[src/rtl/div_pkg.sv]
// div_pkg: shared types and constants for the sequential restoring divider.
// Holds the controller state encoding, the operand width, the iteration
// counter width and a two's-complement negation helper.
package div_pkg;

  localparam int DIV_WIDTH = 32;
  localparam int CNT_W     = $clog2(DIV_WIDTH);

  typedef enum logic [2:0] {
    IDLE = 3'd0,
    PREP = 3'd1,
    ITER = 3'd2,
    FIX  = 3'd3,
    DONE = 3'd4
  } div_state_e;

  // Two's-complement negation; -(2^(W-1)) maps onto itself, which is the
  // wanted unsigned magnitude for the most negative operand.
  function automatic logic [DIV_WIDTH-1:0] twos_neg(input logic [DIV_WIDTH-1:0] v);
    return ~v + DIV_WIDTH'(1);
  endfunction

endpackage

[src/rtl/div_seq_ctrl_if.sv]
// div_seq_ctrl_if: start/busy/done handshake plus operand and result bus
// between the control unit (master) and the divider (slave).
interface div_seq_ctrl_if;
  import div_pkg::*;

  logic                     start;
  logic [DIV_WIDTH-1:0]     dividend;
  logic [DIV_WIDTH-1:0]     divisor;
  logic                     busy;
  logic                     done;
  logic                     div_by_zero;
  logic [2*DIV_WIDTH-1:0]   Z;

  modport master (
    output start, dividend, divisor,
    input  busy, done, div_by_zero, Z
  );

  modport slave (
    input  start, dividend, divisor,
    output busy, done, div_by_zero, Z
  );

endinterface

[src/rtl/div_step.sv]
// div_step: one combinational restoring-division iteration.
// Shifts {A,Q} left by one, trial-subtracts M from A and either keeps the
// difference (quotient bit 1) or restores A (quotient bit 0).
module div_step
  import div_pkg::*;
#(
  parameter int WIDTH = DIV_WIDTH
) (
  input  logic [WIDTH:0]   a_i,
  input  logic [WIDTH-1:0] q_i,
  input  logic [WIDTH-1:0] m_i,
  output logic [WIDTH:0]   a_o,
  output logic [WIDTH-1:0] q_o
);

  // Shifted partial remainder carries one extra bit so the trial compare
  // stays exact even for divisors near 2^WIDTH in the unsigned build.
  logic [WIDTH+1:0] a_sh_s;

  // Shift, trial-subtract and restore-or-keep decision.
  always_comb begin
    a_sh_s = {a_i, q_i[WIDTH-1]};
    if (a_sh_s >= {2'b00, m_i}) begin
      a_o = (WIDTH+1)'(a_sh_s - {2'b00, m_i});
      q_o = {q_i[WIDTH-2:0], 1'b1};
    end else begin
      a_o = a_sh_s[WIDTH:0];
      q_o = {q_i[WIDTH-2:0], 1'b0};
    end
  end

endmodule

[src/rtl/div_seq_ctrl.sv]
// div_seq_ctrl: multicycle restoring divider controller for DIV.
// IDLE -> PREP -> ITER (WIDTH steps) -> FIX -> DONE, or PREP -> DONE on a
// zero divisor. Z = {remainder, quotient}.
// Build option: define DIV_SIGNED_EN for signed two's-complement division;
// undefined gives unsigned division with identical states and latency.
module div_seq_ctrl
  import div_pkg::*;
(
  input  logic              clk,
  input  logic              clr,
  div_seq_ctrl_if.slave     bus
);

  localparam int WIDTH = DIV_WIDTH;

  div_state_e             state_q, state_d;
  logic [CNT_W-1:0]       count_q, count_d;
  logic [WIDTH:0]         a_q, a_d;
  logic [WIDTH-1:0]       q_q, q_d;
  logic [WIDTH-1:0]       m_q, m_d;
  logic [WIDTH-1:0]       dvd_q, dvd_d;
  logic [WIDTH-1:0]       dvs_q, dvs_d;
  logic [2*WIDTH-1:0]     z_q, z_d;
  logic                   dbz_q, dbz_d;
  logic                   busy_q, busy_d;
  logic                   done_q, done_d;
`ifdef DIV_SIGNED_EN
  logic                   qneg_q, qneg_d;
  logic                   rneg_q, rneg_d;
`endif

  logic [WIDTH:0]         a_step_s;
  logic [WIDTH-1:0]       q_step_s;

  div_step #(.WIDTH(WIDTH)) u_step (
    .a_i (a_q),
    .q_i (q_q),
    .m_i (m_q),
    .a_o (a_step_s),
    .q_o (q_step_s)
  );

  // Next-state, datapath load and result formation for each state.
  always_comb begin
    state_d = state_q;
    count_d = count_q;
    a_d     = a_q;
    q_d     = q_q;
    m_d     = m_q;
    dvd_d   = dvd_q;
    dvs_d   = dvs_q;
    z_d     = z_q;
    dbz_d   = dbz_q;
`ifdef DIV_SIGNED_EN
    qneg_d  = qneg_q;
    rneg_d  = rneg_q;
`endif
    case (state_q)
      IDLE: begin
        if (bus.start) begin
          dvd_d   = bus.dividend;
          dvs_d   = bus.divisor;
          state_d = PREP;
        end else begin
          state_d = IDLE;
        end
      end
      PREP: begin
        if (dvs_q == {WIDTH{1'b0}}) begin
          z_d     = {dvd_q, {WIDTH{1'b1}}};
          dbz_d   = 1'b1;
          state_d = DONE;
        end else begin
          a_d     = {(WIDTH+1){1'b0}};
          count_d = {CNT_W{1'b0}};
`ifdef DIV_SIGNED_EN
          q_d     = dvd_q[WIDTH-1] ? twos_neg(dvd_q) : dvd_q;
          m_d     = dvs_q[WIDTH-1] ? twos_neg(dvs_q) : dvs_q;
          qneg_d  = dvd_q[WIDTH-1] ^ dvs_q[WIDTH-1];
          rneg_d  = dvd_q[WIDTH-1];
`else
          q_d     = dvd_q;
          m_d     = dvs_q;
`endif
          state_d = ITER;
        end
      end
      ITER: begin
        a_d = a_step_s;
        q_d = q_step_s;
        if (count_q == CNT_W'(WIDTH-1)) begin
          state_d = FIX;
        end else begin
          count_d = count_q + CNT_W'(1);
        end
      end
      FIX: begin
`ifdef DIV_SIGNED_EN
        z_d = {(rneg_q ? twos_neg(a_q[WIDTH-1:0]) : a_q[WIDTH-1:0]),
               (qneg_q ? twos_neg(q_q) : q_q)};
`else
        z_d = {a_q[WIDTH-1:0], q_q};
`endif
        dbz_d   = 1'b0;
        state_d = DONE;
      end
      DONE: begin
        state_d = IDLE;
      end
      default: begin
        state_d = IDLE;
      end
    endcase
  end

  // Handshake outputs are registered copies derived from the next state.
  always_comb begin
    busy_d = (state_d != IDLE);
    done_d = (state_d == DONE);
  end

  // State and datapath registers with synchronous clear.
  always_ff @(posedge clk) begin
    if (clr) begin
      state_q <= IDLE;
      count_q <= {CNT_W{1'b0}};
      a_q     <= {(WIDTH+1){1'b0}};
      q_q     <= {WIDTH{1'b0}};
      m_q     <= {WIDTH{1'b0}};
      dvd_q   <= {WIDTH{1'b0}};
      dvs_q   <= {WIDTH{1'b0}};
      z_q     <= {(2*WIDTH){1'b0}};
      dbz_q   <= 1'b0;
      busy_q  <= 1'b0;
      done_q  <= 1'b0;
`ifdef DIV_SIGNED_EN
      qneg_q  <= 1'b0;
      rneg_q  <= 1'b0;
`endif
    end else begin
      state_q <= state_d;
      count_q <= count_d;
      a_q     <= a_d;
      q_q     <= q_d;
      m_q     <= m_d;
      dvd_q   <= dvd_d;
      dvs_q   <= dvs_d;
      z_q     <= z_d;
      dbz_q   <= dbz_d;
      busy_q  <= busy_d;
      done_q  <= done_d;
`ifdef DIV_SIGNED_EN
      qneg_q  <= qneg_d;
      rneg_q  <= rneg_d;
`endif
    end
  end

  assign bus.busy        = busy_q;
  assign bus.done        = done_q;
  assign bus.div_by_zero = dbz_q;
  assign bus.Z           = z_q;

endmodule

[src/flat_wrapper.sv]
// flat-port wrapper written by rule: the top's interface ports become plain ports
module div_seq_ctrl_flat import div_pkg::*;
  (clk, clr, bus_start, bus_dividend, bus_divisor, bus_busy, bus_done, bus_div_by_zero, bus_Z);
  div_seq_ctrl_if bus_i ();
  input  logic clk;
  input  logic clr;
  input wire logic [$bits(bus_i.start)-1:0] bus_start;
  input wire logic [$bits(bus_i.dividend)-1:0] bus_dividend;
  input wire logic [$bits(bus_i.divisor)-1:0] bus_divisor;
  output wire logic [$bits(bus_i.busy)-1:0] bus_busy;
  output wire logic [$bits(bus_i.done)-1:0] bus_done;
  output wire logic [$bits(bus_i.div_by_zero)-1:0] bus_div_by_zero;
  output wire logic [$bits(bus_i.Z)-1:0] bus_Z;
  assign bus_i.start = bus_start;
  assign bus_i.dividend = bus_dividend;
  assign bus_i.divisor = bus_divisor;
  assign bus_busy = bus_i.busy;
  assign bus_done = bus_i.done;
  assign bus_div_by_zero = bus_i.div_by_zero;
  assign bus_Z = bus_i.Z;
  div_seq_ctrl u_core (.clk(clk), .clr(clr), .bus(bus_i));
endmodule
[config.mk]
export PLATFORM = sky130hd
export DESIGN_NAME = div_seq_ctrl_flat
export DESIGN_NICKNAME = d
export VERILOG_FILES = /design/src/rtl/div_pkg.sv /design/src/rtl/div_seq_ctrl_if.sv /design/src/rtl/div_step.sv /design/src/rtl/div_seq_ctrl.sv /design/src/flat_wrapper.sv
export SDC_FILE = /design/constraint.sdc
export NUM_CORES = 1
export LEC_CHECK = 0
export ABC_AREA = 0
export CAP_MARGIN = 0
export CELL_PAD_IN_SITES_DETAIL_PLACEMENT = 1
export CELL_PAD_IN_SITES_GLOBAL_PLACEMENT = 1
export CORE_MARGIN = 4
export CORE_UTILIZATION = 45
export CTS_CLUSTER_DIAMETER = 80
export DETAILED_ROUTE_END_ITERATION = 7
export HOLD_SLACK_MARGIN = 0.08
export PLACE_DENSITY = 0.95
export RECOVER_POWER = 100
export SLEW_MARGIN = 20
export SYNTH_ARGS = -nofsm -noshare
export SYNTH_HDL_FRONTEND = slang
export SYNTH_HIERARCHICAL = 1
export SYNTH_SLANG_ARGS = --single-unit
[constraint.sdc]
create_clock -name clk -period 9.2 [get_ports clk]
set_clock_uncertainty 0.05 [all_clocks]
set_input_delay 1.38 -clock clk [delete_from_list [all_inputs] [get_ports clk]]
set_output_delay 1.38 -clock clk [all_outputs]
set_load 0.1 [all_outputs]
==> impl_metrics.csv, run 1 <==
group,metric,value,unit
status,status,"complete, but fails checks",
status,failed_checks,"capacitance limit, slew limit",
hold_path,whs_path_depth,2,
critical_path,worstPathMaxFanout,38,
yosys,syn-instance-count,1492,
cts,ctsHoldBuffers,0,
cts,worstSkewPairLatency,0.54,ns
critical_path,reg2reg_to,"u_core/bus.Z[57]",
routing,drc_errors,0,
timing,hold_viol_final,0,
layout,layout_common_cells,"a21oi_1, dfxtp_1, nand2_1",
cts,post_cts_buffers,0,
hold_path,whs_endpoint,"u_core/dvs_q[3]",
cts,cts_root_buffer,"clkbuf_16",
timing,fin_ws,3.31,ns
floorplan,core.rowCount,58,
yosys,synthArstFlopShare,0,%
critical_path,required,9.36,ns
yosys,synth_nets,1594,
layout,drive_gt1_share,4.58,%
global_routing,overflow,0,
yosys,yosysWarnings,6,
routing,wl,38600,um
floorplan,die-area,28600,sq um
floorplan,io_pins,134,
cts,cts.clk_slew.worst_paths,0.06,ns
yosys,syn-mean-instance-area,7.84,sq um
routing,dr.pass1.iters,5,
global_routing,grt_pass1_vias,11522,
layout,syn2layout_area_growth,16.6,%
hold_path,min_from,"u_core/dvs_q[3]",
placement,dpl.hpwl,25400,um
global_routing,track_usage,26.0,%
cts,cts.sinks,236,
run,maxCapViolations,6,
critical_path,r2r_slack,3.31,ns
placement,dpl.cell_count,1812,
yosys,synth_edf_count,0,
routing,vias,11261,
routing,drt_first_iter_violations,969,
cts,cts_tree,"yes",
critical_path,critPathTopFamily,"buffers and inverters",
global_routing,grt_pass1_wl,61800,um
timing,fmax,0.170,GHz
timing,final.period_utilization,64.0,%
routing,wl_met3,1580,um
layout,final_nets,1612,
layout,final_common_cell,"a21oi_1",
power_and_ir_drop,max-vdd-ir-drop,0.384,mV
routing,antenna_left,0,
timing,tightest_slew,4.02,ns
cts,cts_made_buffers,26,
yosys,seq_area_frac_synth,40.4,%
floorplan,start_util,46.1,%
placement,pre_cts_ws,5.37,ns
routing,top_layer,"met4",
routing,viasPerCell,6.06,
critical_path,criticalPathCategory,"reg -> reg",
floorplan,die_x,169,um
placement,place_congestion,0.901,
yosys,synthesis.area,11700,sq um
critical_path,crit_buf_inv,2,
cts,cts_buffer_depth,3,
yosys,synth_flop_cell,"dfxtp_1",
timing,setup-violations-final,0,
global_routing,antenna_found_initial,0,
timing,fin_crit,5.89,ns
power_and_ir_drop,leakagePower,0.00507,uW
yosys,synth_cell_types,63,
critical_path,critPathLaunchType,"flip-flop",
timing,finalSetupTns,0,ns
global_routing,grt_start_max_net_pins,101,
timing,slew_headroom,-168,%
power_and_ir_drop,powerDensity,360,nW/um^2
critical_path,r2r_cells,5,
routing,wl_per_cell,20.7,um
critical_path,r2r-start,"u_core/state_q[1]",
floorplan,core_area,25400,sq um
critical_path,crit_path_end_kind,"flip-flop",
floorplan,die_h,169,um
routing,wl_met1,16300,um
yosys,ys_seq_elements,236,
timing,whs,0.429,ns
layout,fin_area,13600,sq um
cts,ctsHtreeMaxLevel,1,
timing,drv_slew,335,
layout,diodes,0,
timing,rsz0062_at_grt,"false",
critical_path,path_cells,"clkbuf_1 > inv_1 > o41a_2 > nor2_1 > a211oi_1",
layout,fin_cells,1859,
critical_path,cpMaxStageDelayCell,"clkbuf_1",
placement,dpl_cell_area,12800,sq um
routing,met2_length,18900,um
critical_path,crit_arrival,6.05,ns
placement,port_buffers,133,
critical_path,slowest_delay,2.05,ns
cts,postCtsResizedCells,0,
hold_path,hp-class,"reg -> reg",
==> per-stage QoR <==
step                      utilization, %  power [uW]
after global placement              50.5        3690
final                               53.7        4910
after floorplan                        -        3250
after global routing                53.7        5210
after detailed placement            50.5        3780
after CTS                           53.9        4890
==> area by class of cell <==
type / count / area [sq um]
Clock buffer: 39 / 759
Clock inverter: 8 / 111
Fill cell: 3049 / 11800
Inverter: 45 / 169
Multi-Input combinational cell: 1053 / 6040
Sequential cell: 236 / 4720
Tap cell: 330 / 413
Timing Repair Buffer: 148 / 1430
==> synth_stat cells, types with 3 or more instances <==
master,count,area (sq um)
a21oi_1,246,1230
dfxtp_1,236,4720
nand2_1,203,762
nor2_1,108,405
clkbuf_1,97,364
nand3_1,72,360
o21ai_0,72,360
inv_1,44,165
nor3_1,40,200
a211oi_1,38,285
buf_4,38,285
o211ai_1,37,278
a311oi_1,34,298
ha_1,34,425
mux2i_1,32,320
xnor2_1,19,166
o21ai_1,14,70.1
nor4_1,11,68.8
buf_2,10,50.1
a21o_1,9,67.6
buf_1,9,33.8
xor2_1,9,78.8
nand2b_1,6,37.5
a31oi_1,5,31.3
and2_1,5,31.3
nand4_1,5,31.3
o21bai_1,5,37.5
nor2b_1,4,25.0
buf_6,3,33.8
o211a_1,3,30.0
or3_1,3,18.8
==> per-layer routing <==
metal  global-route usage (%)  vias to the layer above
li1                         -                     5275
met1                     33.2                     5551
met2                     44.7                      332
met3                     2.52                      103
met4                     11.3                        0
met5                        0                        -
==> power by group <==
group	internal (uW)	switching, uW
Sequential	1110	104
Combinational	1010	1630
Clock	627	430
Total	2750	2170
==> worst max-delay path by stage <==
| stage | from | end | slack (ns) | depth (start not counted) |
|---|---|---|---|---|
| finish | u_core/state_q[1] | u_core/bus.Z[57] | 3.31 | 5 |
| global route | u_core/state_q[1] | u_core/bus.Z[53] | 2.78 | 5 |
| CTS | u_core/dvs_q[26] | u_core/bus.Z[44] | 5.60 | 7 |
| detailed placement | clr | u_core/bus.div_by_zero | 5.37 | 4 |
| global placement | clr | u_core/state_q[0] | 5.45 | 4 |
| floorplan | u_core/q_q[31] | u_core/a_q[32] | 6.27 | 14 |
==> worst reg2reg max path, stage by stage (launching register included) <==
cell      delay (ns)
dfxtp_1         0.31
clkbuf_1        2.05
inv_1           0.49
o41a_2          0.31
nor2_1          2.04
a211oi_1        0.31
==> flip-flops by register name, indices dropped and copies added (netlist names) <==
name,flops
u_core/bus.Z,64
u_core/bus.done,1
u_core/m_q,32
u_core/bus.busy,1
u_core/dvd_q,32
u_core/a_q,33
u_core/q_q,32
u_core/bus.div_by_zero,1
u_core/state_q,3
u_core/dvs_q,32
u_core/count_q,5
==> cells by family after synthesis <==
| logic type | after synthesis | synth area share (%) |
|---|---|---|
| AOI/OAI and AO/OA | 488 | 25.4 |
| and+or+nand+nor | 468 | 17.3 |
| DFF | 236 | 40.4 |
| buffers and inverters | 203 | 8.04 |
| adders and majority gates | 35 | 3.81 |
| muxes | 34 | 2.93 |
| xor gates and xnor gates | 28 | 2.10 |
Power figures use the tool's default switching activity.
==> run 2: changes to the inputs <==
--- a/config.mk
+++ b/config.mk
@@ -10,11 +10,11 @@
 export CELL_PAD_IN_SITES_DETAIL_PLACEMENT = 1
 export CELL_PAD_IN_SITES_GLOBAL_PLACEMENT = 1
 export CORE_MARGIN = 4
-export CORE_UTILIZATION = 45
+export CORE_UTILIZATION = 38
 export CTS_CLUSTER_DIAMETER = 80
 export DETAILED_ROUTE_END_ITERATION = 7
 export HOLD_SLACK_MARGIN = 0.08
-export PLACE_DENSITY = 0.95
+export PLACE_DENSITY = 0.88
 export RECOVER_POWER = 100
 export SLEW_MARGIN = 20
 export SYNTH_ARGS = -nofsm -noshare
==> constraint.sdc (replaced) <==
create_clock -name clk -period 4.7 [get_ports clk]
set_clock_uncertainty 0.05 [all_clocks]
set_input_delay 0.705 -clock clk [delete_from_list [all_inputs] [get_ports clk]]
set_output_delay 0.705 -clock clk [all_outputs]
set_load 0.1 [all_outputs]
==> run 2 against run 1 <==
Against the previous run:
- the flow still finishes with violations (capacitance limit, slew limit)
- via count shrank 1.9%
- setup slack lost 2.5 ns
- combinational power grew 78%
- global-route usage shrank 4.4 points
- routed wire length shrank 2.1%
- final cell count grew 3.3%
- critical path depth grew 1
- sequential cell count is the same
- count of clock-buffer cells in the layout shrank 5
- critical path type unchanged
==> impl_metrics.csv, run 2 (same netlist as run 1, synthesis figures left out) <==
group,metric,value,unit
power_and_ir_drop,power.share.sequential,25.6,%
floorplan,die-area,33700,sq um
critical_path,critPathLaunchType,"flip-flop",
global_routing,grt_pass1_vias,11150,
layout,drive_gt1_share,5.16,%
hold_path,hp-class,"reg -> reg",
cts,cts_buffer_depth,3,
critical_path,cpMaxStageDelayCell,"or3_1",
cts,cts_made_buffers,27,
floorplan,core.rowCount,63,
routing,viasPerCell,5.75,
layout,multi_input_area,6060,sq um
floorplan,die_x,183,um
critical_path,crit_path_end_kind,"flip-flop",
layout,syn2layout_area_growth,18.1,%
layout,regArea,4720,sq um
hold_path,min_from,"u_core/dvs_q[7]",
layout,fillCellCount,3627,
power_and_ir_drop,cellInternalPower,5250,uW
timing,fin_crit,3.89,ns
critical_path,required,5.01,ns
critical_path,slowest_delay,0.89,ns
layout,diodes,0,
timing,tightest_slew,3.18,ns
routing,wl_per_cell,19.7,um
global_routing,track_usage,21.6,%
routing,drc_errors,0,
placement,place_congestion,0.887,
global_routing,antenna_found_initial,0,
power_and_ir_drop,comb_power_share,51.1,%
timing,final.period_utilization,82.7,%
layout,layout_common_cells,"a21oi_1, dfxtp_1, nand2_1",
status,status,"complete, but fails checks",
global_routing,grt_pass1_wl,60500,um
timing,drv_slew,150,
cts,worstSkewPairLatency,0.54,ns
routing,drt_first_iter_violations,885,
critical_path,criticalPathCategory,"reg -> reg",
power_and_ir_drop,clkPwrFrac,23.3,%
run,maxCapViolations,1,
critical_path,r2r_slack,0.81,ns
power_and_ir_drop,max-vdd-ir-drop,0.445,mV
timing,setup-violations-final,0,
cts,ctsHtreeMaxLevel,1,
hold_path,whs_endpoint,"u_core/dvs_q[7]",
critical_path,worstPathMaxFanout,71,
floorplan,start_util,39.0,%
routing,dr.pass1.iters,5,
critical_path,r2r-start,"u_core/state_q[1]",
routing,vias,11045,
global_routing,grt_start_max_net_pins,151,
layout,final_nets,1613,
timing,finalSetupTns,0,ns
layout,final_common_cell,"a21oi_1",
placement,dpl.hpwl,25100,um
power_and_ir_drop,leakagePower,0.00514,uW
cts,ctsHoldBuffers,0,
critical_path,r2r_cells,6,
cts,cts_root_buffer,"clkbuf_16",
cts,cts.clk_slew.worst_paths,0.06,ns
floorplan,die_h,183,um
timing,fmax,0.257,GHz
cts,cts_tree,"yes",
critical_path,crit_arrival,4.19,ns
routing,wl,37800,um
floorplan,core_area,30000,sq um
critical_path,path_cells,"clkbuf_2 > inv_1 > or3_1 > buf_4 > nor2_1 > a311oi_1",
timing,hold_viol_final,0,
layout,postLayoutCoreUtil,46.0,%
power_and_ir_drop,swShare,42.9,%
timing,slew_headroom,-112,%
global_routing,overflow,0,
timing,rsz0062_at_grt,"false",
power_and_ir_drop,powerDensity,664,nW/um^2
power_and_ir_drop,p_sw,3940,uW
hold_path,whs_path_depth,2,
status,failed_checks,"capacitance limit, slew limit",
power_and_ir_drop,power,9180,uW
cts,post_cts_buffers,0,
placement,port_buffers,133,
cts,postCtsResizedCells,0,
layout,largest_register_ffs,64,
floorplan,io_pins,134,
routing,antenna_left,0,
cts,cts.sinks,236,
critical_path,reg2reg_to,"u_core/q_q[31]",
[run 2: layer usage]
layer	global-route usage, %	vias up	part of all wire [%]
li1	-	5285	-
met1	28.9	5400	45
met2	36.1	285	47
met3	2.12	75	4.1
met4	8.34	0	4.0
met5	0	-	0
[run 2: final cells by class]
type | instances | area share [%]
repair buffers | 148 | 10.8
well taps | 390 | 3.53
multi-input cells | 1053 | 43.8
clock buffers | 34 | 5.37
inverters | 45 | 1.22
clock inverters | 14 | 1.11
flip-flops and latches | 236 | 34.2
[run 2: metrics by stage]
stage | worst slack [ns] | area (sq um) | hold WS, ns | cells
2_1_floorplan | 1.77 | 11700 | 0.389 | 1492
3_3_place_gp | 1.43 | 12900 | 0.405 | 1872
3_5_place_dp | 1.32 | 12900 | 0.416 | 1872
4_1_cts | 1.34 | 13800 | 0.430 | 1920
5_1_grt | 0.519 | 13800 | 0.454 | 1920
6_report | 0.812 | 13800 | 0.427 | 1920
[run 2: worst max-delay path by stage]
stage / start / end / slack [ns] / depth (start not counted)
floorplan: u_core/q_q[31] / u_core/a_q[32] / 1.77 / 14
global placement: u_core/q_q[31] / u_core/a_q[32] / 1.43 / 15
detailed placement: u_core/q_q[31] / u_core/a_q[32] / 1.32 / 15
CTS: u_core/q_q[31] / u_core/a_q[32] / 1.34 / 15
global route: u_core/q_q[31] / u_core/a_q[32] / 0.52 / 15
finish: u_core/state_q[1] / u_core/q_q[31] / 0.81 / 6
[run 2: critical path, delay by kind of cell (launching register included)]
family          cells  cell delay [ns]
simple gates        2             0.98
buf+inv             3             1.97
flops               1             0.35
compound gates      1             0.34
[run 2: power groups by stage]
stage | sequential (uW) | clock (uW) | combinational (uW)
final | 2350 | 2140 | 4690
after CTS | 2360 | 2170 | 5140
after detailed placement | 2400 | 0 | 5050
after global placement | 2390 | 0 | 4960
after floorplan | 2460 | 0 | 3890
after global routing | 2470 | 2260 | 8160
